--- config.mk ---
export PLATFORM = sky130hd
export DESIGN_NAME = joy_db15_responder_flat
export DESIGN_NICKNAME = d
export VERILOG_FILES = /design/src/rtl/joy_db15_responder_if.sv /design/src/rtl/joy_db15_responder.sv /design/src/flat_wrapper.sv
export SDC_FILE = /design/constraint.sdc
export NUM_CORES = 1
export LEC_CHECK = 0
export CORE_ASPECT_RATIO = 0.7
export CORE_MARGIN = 2
export CORE_UTILIZATION = 25
export CTS_BUF_LIST = sky130_fd_sc_hd__clkbuf_16
export CTS_CLUSTER_DIAMETER = 80
export CTS_CLUSTER_SIZE = 20
export DETAILED_ROUTE_END_ITERATION = 16
export DONT_BUFFER_PORTS = 1
export SETUP_SLACK_MARGIN = 0.05
export SYNTH_ARGS = -nofsm -noshare
export SYNTH_HDL_FRONTEND = slang
export SYNTH_SLANG_ARGS = --single-unit
--- constraint.sdc ---
create_clock -name clk -period 1.49 [get_ports clk]
set_input_delay 0.2235 -clock clk [delete_from_list [all_inputs] [get_ports clk]]
set_output_delay 0.2235 -clock clk [all_outputs]
set_load 0.05 [all_outputs]
--- src/rtl/joy_db15_responder_if.sv ---
// Host-side DB15 joystick link: latch strobe and shift clock from the host,
// serial button data back from the device.
interface joy_db15_responder_if;
    logic joy_load;
    logic joy_clk;
    logic joy_data;

    modport master (
        output joy_load,
        output joy_clk,
        input  joy_data
    );

    modport slave (
        input  joy_load,
        input  joy_clk,
        output joy_data
    );
endinterface

--- src/rtl/joy_db15_responder.sv ---
// Device-side emulation of the DB15 adapter's parallel-in/serial-out chain:
// latches both players' buttons on joy_load and shifts them out on joy_clk.
module joy_db15_responder #(
    parameter int PWIDTH = 16,
    parameter bit FILL   = 1'b1,
    parameter int SYNC   = 2
) (
    input  logic              clk,
    input  logic              reset,
    input  logic [PWIDTH-1:0] joystick1,
    input  logic [PWIDTH-1:0] joystick2,
    joy_db15_responder_if.slave host,
    output logic              frame_done,
    output logic              overrun
);
    localparam int FRAME = 2 * PWIDTH;
    localparam int CW    = $clog2(FRAME + 1);

    logic [SYNC-1:0]  load_sync;
    logic [SYNC-1:0]  clk_sync;
    logic             load_prev;
    logic             clk_prev;
    logic [FRAME-1:0] shift_reg;
    logic [FRAME-1:0] shift_next;
    logic [CW-1:0]    bit_cnt;
    logic [CW-1:0]    cnt_next;
    logic             load_s;
    logic             clk_s;
    logic             load_fall;
    logic             clk_rise;
    logic             done_next;
    logic             overrun_next;

    assign load_s    = load_sync[SYNC-1];
    assign clk_s     = clk_sync[SYNC-1];
    assign load_fall = load_prev & ~load_s;
    assign clk_rise  = ~clk_prev & clk_s;

    // Synchronizers preset high so releasing reset never looks like an edge.
    always_ff @(posedge clk or posedge reset) begin
        if (reset) begin
            load_sync <= '1;
            clk_sync  <= '1;
            load_prev <= 1'b1;
            clk_prev  <= 1'b1;
        end else begin
            load_sync <= {load_sync[SYNC-2:0], host.joy_load};
            clk_sync  <= {clk_sync[SYNC-2:0], host.joy_clk};
            load_prev <= load_s;
            clk_prev  <= clk_s;
        end
    end

    // Load is transparent and takes priority over any coincident shift edge.
    always_comb begin
        shift_next   = shift_reg;
        cnt_next     = bit_cnt;
        done_next    = 1'b0;
        overrun_next = overrun;
        if (!load_s) begin
            shift_next = ~{joystick2, joystick1};
            cnt_next   = '0;
            if (load_fall) begin
                overrun_next = 1'b0;
            end
        end else if (clk_rise) begin
            shift_next = {FILL, shift_reg[FRAME-1:1]};
            if (bit_cnt == CW'(FRAME)) begin
                overrun_next = 1'b1;
            end else begin
                cnt_next  = bit_cnt + 1'b1;
                done_next = (bit_cnt == CW'(FRAME - 1));
            end
        end
    end

    // joy_data follows the next LSB so the host sees its edge within SYNC+1 cycles.
    always_ff @(posedge clk or posedge reset) begin
        if (reset) begin
            shift_reg     <= '1;
            bit_cnt       <= '0;
            host.joy_data <= 1'b1;
            frame_done    <= 1'b0;
            overrun       <= 1'b0;
        end else begin
            shift_reg     <= shift_next;
            bit_cnt       <= cnt_next;
            host.joy_data <= shift_next[0];
            frame_done    <= done_next;
            overrun       <= overrun_next;
        end
    end
endmodule
--- src/flat_wrapper.sv ---
// flat-port wrapper written by rule: the top's interface ports become plain ports
module joy_db15_responder_flat 
#(
    parameter int PWIDTH = 16,
    parameter bit FILL   = 1'b1,
    parameter int SYNC   = 2
)
  (clk, reset, joystick1, joystick2, frame_done, overrun, host_joy_load, host_joy_clk, host_joy_data);
  joy_db15_responder_if host_i ();
  input  logic clk;
  input  logic reset;
  input  logic [PWIDTH-1:0] joystick1;
  input  logic [PWIDTH-1:0] joystick2;
  output logic frame_done;
  output logic overrun;
  input wire logic [$bits(host_i.joy_load)-1:0] host_joy_load;
  input wire logic [$bits(host_i.joy_clk)-1:0] host_joy_clk;
  output wire logic [$bits(host_i.joy_data)-1:0] host_joy_data;
  assign host_i.joy_load = host_joy_load;
  assign host_i.joy_clk = host_joy_clk;
  assign host_joy_data = host_i.joy_data;
  joy_db15_responder #(.PWIDTH(PWIDTH), .FILL(FILL), .SYNC(SYNC)) u_core (.clk(clk), .reset(reset), .joystick1(joystick1), .joystick2(joystick2), .host(host_i), .frame_done(frame_done), .overrun(overrun));
endmodule
* Word-level counts from Yosys, hierarchy flattened
Index checks and enable logic that the tools add are counted.
** Storage, ports and cells
- Register bits :: 46
- Output and inout port bits :: 3
- Logic and storage cells :: 35
** Cells by class
- Add/subtract/negate cells :: 1
- Equality and inequality tests :: 5
- Mux-type cells :: 12
- Bitwise gates (word level) :: 5
- Reductions and logical operators :: 3
** Operator list (number)
- 32-bit 2-to-1 mux :: 2
- 32-bit inverter :: 1
- 6-bit 2-to-1 mux :: 3
- 1-bit 2-to-1 mux :: 7
- 6-bit by 1-bit adder with 6-bit output (second input constant) :: 1
- 6-bit by 5-bit equality test with 1-bit output (second input constant) :: 1
- 6-bit equality test (second input constant) :: 1
- 2-bit inequality test (second input constant) :: 3
- 3-bit AND reduction :: 1
- 1-bit AND :: 2
- 1-bit inverter :: 2
- 2-bit AND reduction :: 1
- 2-bit nonzero test :: 1

* Logic depth before layout (Yosys ltp)
Gate-level depths: netlist of run 1.
- Depth after elaboration :: 4
- Mapped depth :: 5

* Worst setup path before layout of run 1
OpenSTA, ideal clock, no wires.
- Kind :: reg2reg
- Start :: reg u_core.load_sync[1]
- End :: reg u_core.bit_cnt[1]
- Library setup time :: 0.133 ns
- Arrival time :: 1.285 ns
- Path slack :: 0.072 ns
- Cell stages (with the launch flop) :: 4
- Period minus slack after synthesis :: 1.418 ns
- Cell sequence :: dfstp_2 > or4b_4 > o211ai_1 > o22ai_1
** Between the ends
- Word-level cells in the longest chain between the ends :: 2
- Elaborated cells on any way between the ends :: 4
** Ends and longest elaborated chain
- start, declared :: line joy_db15_responder.sv:19 : logic [SYNC-1:0] load_sync;
- start signal, assigned :: line joy_db15_responder.sv:47 : load_sync <= {load_sync[SYNC-2:0], host.joy_load};
- 2-bit inequality test (no source line)
- 2-bit AND reduction (no source line)
- end signal, assigned :: line joy_db15_responder.sv:87 : bit_cnt <= cnt_next;
- end, declared :: line joy_db15_responder.sv:25 : logic [CW-1:0] bit_cnt;
Several ways; a longest one is shown, not always the timed one.
A chain may end at the register's enable or synchronous reset.

* Worst setup path in the final report of run 1
Same ends and word-level chain as after synthesis.

==> flow_summary.toml, run 1 <==
[power]
p_int_mw = 2.63
p_sw_share_pct = 21.4
clockPowerShare_pct = 42.9
powerDensity_mw_per_mm2 = 1170
total_power_mw = 3.35
combPwrFrac_pct = 11.2
switching_power_mw = 0.717
p_leak_nw = 1.29
share_seq_of_total_power_pct = 45.9
irDropWorstVdd_uv = 704

[floorplanning]
fp.dieH_um = 81.0
initial_utilization_pct = 25.4
die_w_um = 114
io_pins = 39
die_area_mm2 = 0.00923
fp-row-count = 28
coreArea_mm2 = 0.00834

[global_route]
grt_pass1_wl_mm = 6.98
first_global_vias = 1420
grt_max_degree = 27
grt_use_total_pct = 9.81
gr-total-overflow = 0
antenna_found_initial = 0

[routing]
vias = 1281
ant_nets = 0
via_per_inst = 4.19
dr.pass1.iters = 3
drc_errors = 0
wl_per_cell_um = 13.3
drtIter0Drc = 39
wirelength_mm = 4.07

[timing]
hold_violations = 0
final.setup_skew_ns = 0.00485
fmax_ghz = 0.673
min_period_ns = 1.48
post-route-period-util_pct = 99.7
tightestPinTransition_ns = 0.500
finalSetupViolCount = 0
fin_setup_tns_ns = 0
rsz0062_at_grt = "true"
slew_headroom_pct = 66.7
finalMaxSlewViolations = 0

[placed_design]
dp_hpwl_mm = 2.86
place_inst = 263
io_buffers = 0
place_congestion = 0.771
place_area_mm2 = 0.00229

[finish]
area_delta_synth_final_pct = 35.0
fin_util_pct = 34.3
antenna_cells = 0
largest_register_ffs = 32
final_cell_mix = "65 x mux2i_1, 38 x dfstp_2, 35 x dlygate4sd3_1"
drive_above_1_share_pct = 31.3
layout.nets = 238
fin_area_mm2 = 0.00286
instances_no_fill = 306
final_common_cell = "mux2i_1"

[critical_path]
critPathKind = "reg2reg"
cp-start-kind = "flop"
crit_path_end_kind = "flop"
reg2regPathDepth = 3
worst_ep_required_time_ns = 1.65
crit_chain = "or4b_4 -> o211ai_1 -> o22ai_1"
crit_family = "flip-flops"
worstPathArrival_ns = 1.65
crit_path_max_incr_delay_ns = 0.53
r2r-end = "u_core.bit_cnt[1]$_DFFE_PP0P_"
r2r_start = "u_core.load_sync[1]$_DFF_PP1_"
critPathSlowestCell = "dfstp_2"
cp_max_fo = 4
reg2reg_setup_slack_ns = 0.005
critPathBufInv = 0

[min_path]
hp-class = "in2async"

[cts]
tritoncts = "yes"
cts-root-buf = "clkbuf_16"
post_cts.repair.setup_buffers = 0
insertion_delay_ns = 0.29
path_clk_slew_ns = 0.07
cts_buffers = 5
clock_path_buffers = 2
clkSinkCount = 46
cts_htree_levels = 2

[logic_synthesis]
synth_warnings = 0
netlist_instances = 155
syn_avg_cell_area_um2 = 13.7
ys_seq_area_share_pct = 56.6
synth_nets = 193
yosys.area.top_type = "dfstp_2"
yosysTopAreaCellShare_pct = 47.2
synth_cell_types = 26
ys_ff_latch = 46
synth_area_leaders = "dfstp_2 47%, mux2i_1 31%, dfrtp_1 9.5%"
syn_area_mm2 = 0.00212

[run]
drv_cap = 0

[run_status]
outcome = "completed"
per-layer routing:
layer,routed length (um),up-vias,track usage (%)
met4,31,0,2.93
met5,0,-,0
met1,2120,611,13.3
li1,-,638,-
met3,215,4,3.51
met2,1710,28,14.8
power by group through the flow:
stage / clock network (mW) / logic, mW / registers (mW)
after floorplan: 0 / 0.246 / 1.53
after global placement: 0 / 0.293 / 1.55
after detailed placement: 0 / 0.301 / 1.55
after CTS: 1.49 / 0.378 / 1.54
after global routing: 1.55 / 0.427 / 1.56
final: 1.44 / 0.377 / 1.54
layout make-up:
cell class / instances / area (um2)
Fill cell: 835 / 5480
Sequential cell: 46 / 1200
Multi-Input combinational cell: 94 / 861
Timing Repair Buffer: 46 / 448
Tap cell: 105 / 131
Clock buffer: 5 / 125
Clock inverter: 3 / 68.8
Inverter: 7 / 26.3
cell families after synthesis:
group	synth area share (%)
buffers and inverters	3.43
AOI/OAI and AO/OA	3.61
DFF	56.6
and+or+nand+nor	4.43
adders and majority gates	1.18
muxes	30.7
worst register-to-register path: stages (launching register included):
cell	delay [ns]
dfstp_2	0.53
or4b_4	0.48
o211ai_1	0.23
o22ai_1	0.12
cells in the mapped netlist (all sizes together):
cell type,number
or4b,1
a21o,1
mux2i,65
nand2,5
nand2b,3
ha,2
o21ai,1
or3,2
o2111ai,1
nor2b,1
nand3,1
inv,7
o211ai,1
nor3,1
o22ai,1
buf,8
a21oi,4
nand4,1
nor4,1
dfrtp,8
a2bb2oi,1
o31a,1
dfstp,38
worst max path at each step:
stage / endpoint / slack (ns) / from / cells after the start
after floorplan: u_core.bit_cnt[1]$_DFFE_PP0P_ / 0.07 / u_core.load_sync[1]$_DFF_PP1_ / 3
after global placement: u_core.bit_cnt[1]$_DFFE_PP0P_ / 0.05 / u_core.load_sync[1]$_DFF_PP1_ / 3
after detailed placement: u_core.bit_cnt[1]$_DFFE_PP0P_ / -0.009 / u_core.load_sync[1]$_DFF_PP1_ / 3
after CTS: u_core.bit_cnt[1]$_DFFE_PP0P_ / -0.008 / u_core.load_sync[1]$_DFF_PP1_ / 3
after global routing: u_core.bit_cnt[1]$_DFFE_PP0P_ / -0.07 / u_core.load_sync[1]$_DFF_PP1_ / 3
final: u_core.bit_cnt[1]$_DFFE_PP0P_ / 0.005 / u_core.load_sync[1]$_DFF_PP1_ / 3
per-stage QoR:
step	setup slack, ns	hold slack [ns]
floorplan	0.0721	0.228
global placement	0.0524	0.0258
detailed placement	-0.00915	0.0326
CTS	-0.00793	0.293
global route	-0.0721	0.305
finish	0.00517	0.293
timing repair:
action,in CTS,in global routing
endpoints found under the hold margin,41,0
endpoints found under the setup margin,6,29
resized for setup,1,6
pin swaps,0,1
hold buffers,35,0
(Power assumes the default switching activity.)
==> run 2: changes to the inputs <==
--- a/config.mk
+++ b/config.mk
@@ -14,6 +14,7 @@
 export DETAILED_ROUTE_END_ITERATION = 16
 export DONT_BUFFER_PORTS = 1
 export SETUP_SLACK_MARGIN = 0.05
+export SLEW_MARGIN = 5
 export SYNTH_ARGS = -nofsm -noshare
 export SYNTH_HDL_FRONTEND = slang
 export SYNTH_SLANG_ARGS = --single-unit
==> results of run 2 <==
Same layout as run 1: the final DEF is identical, and so are final timing and power.
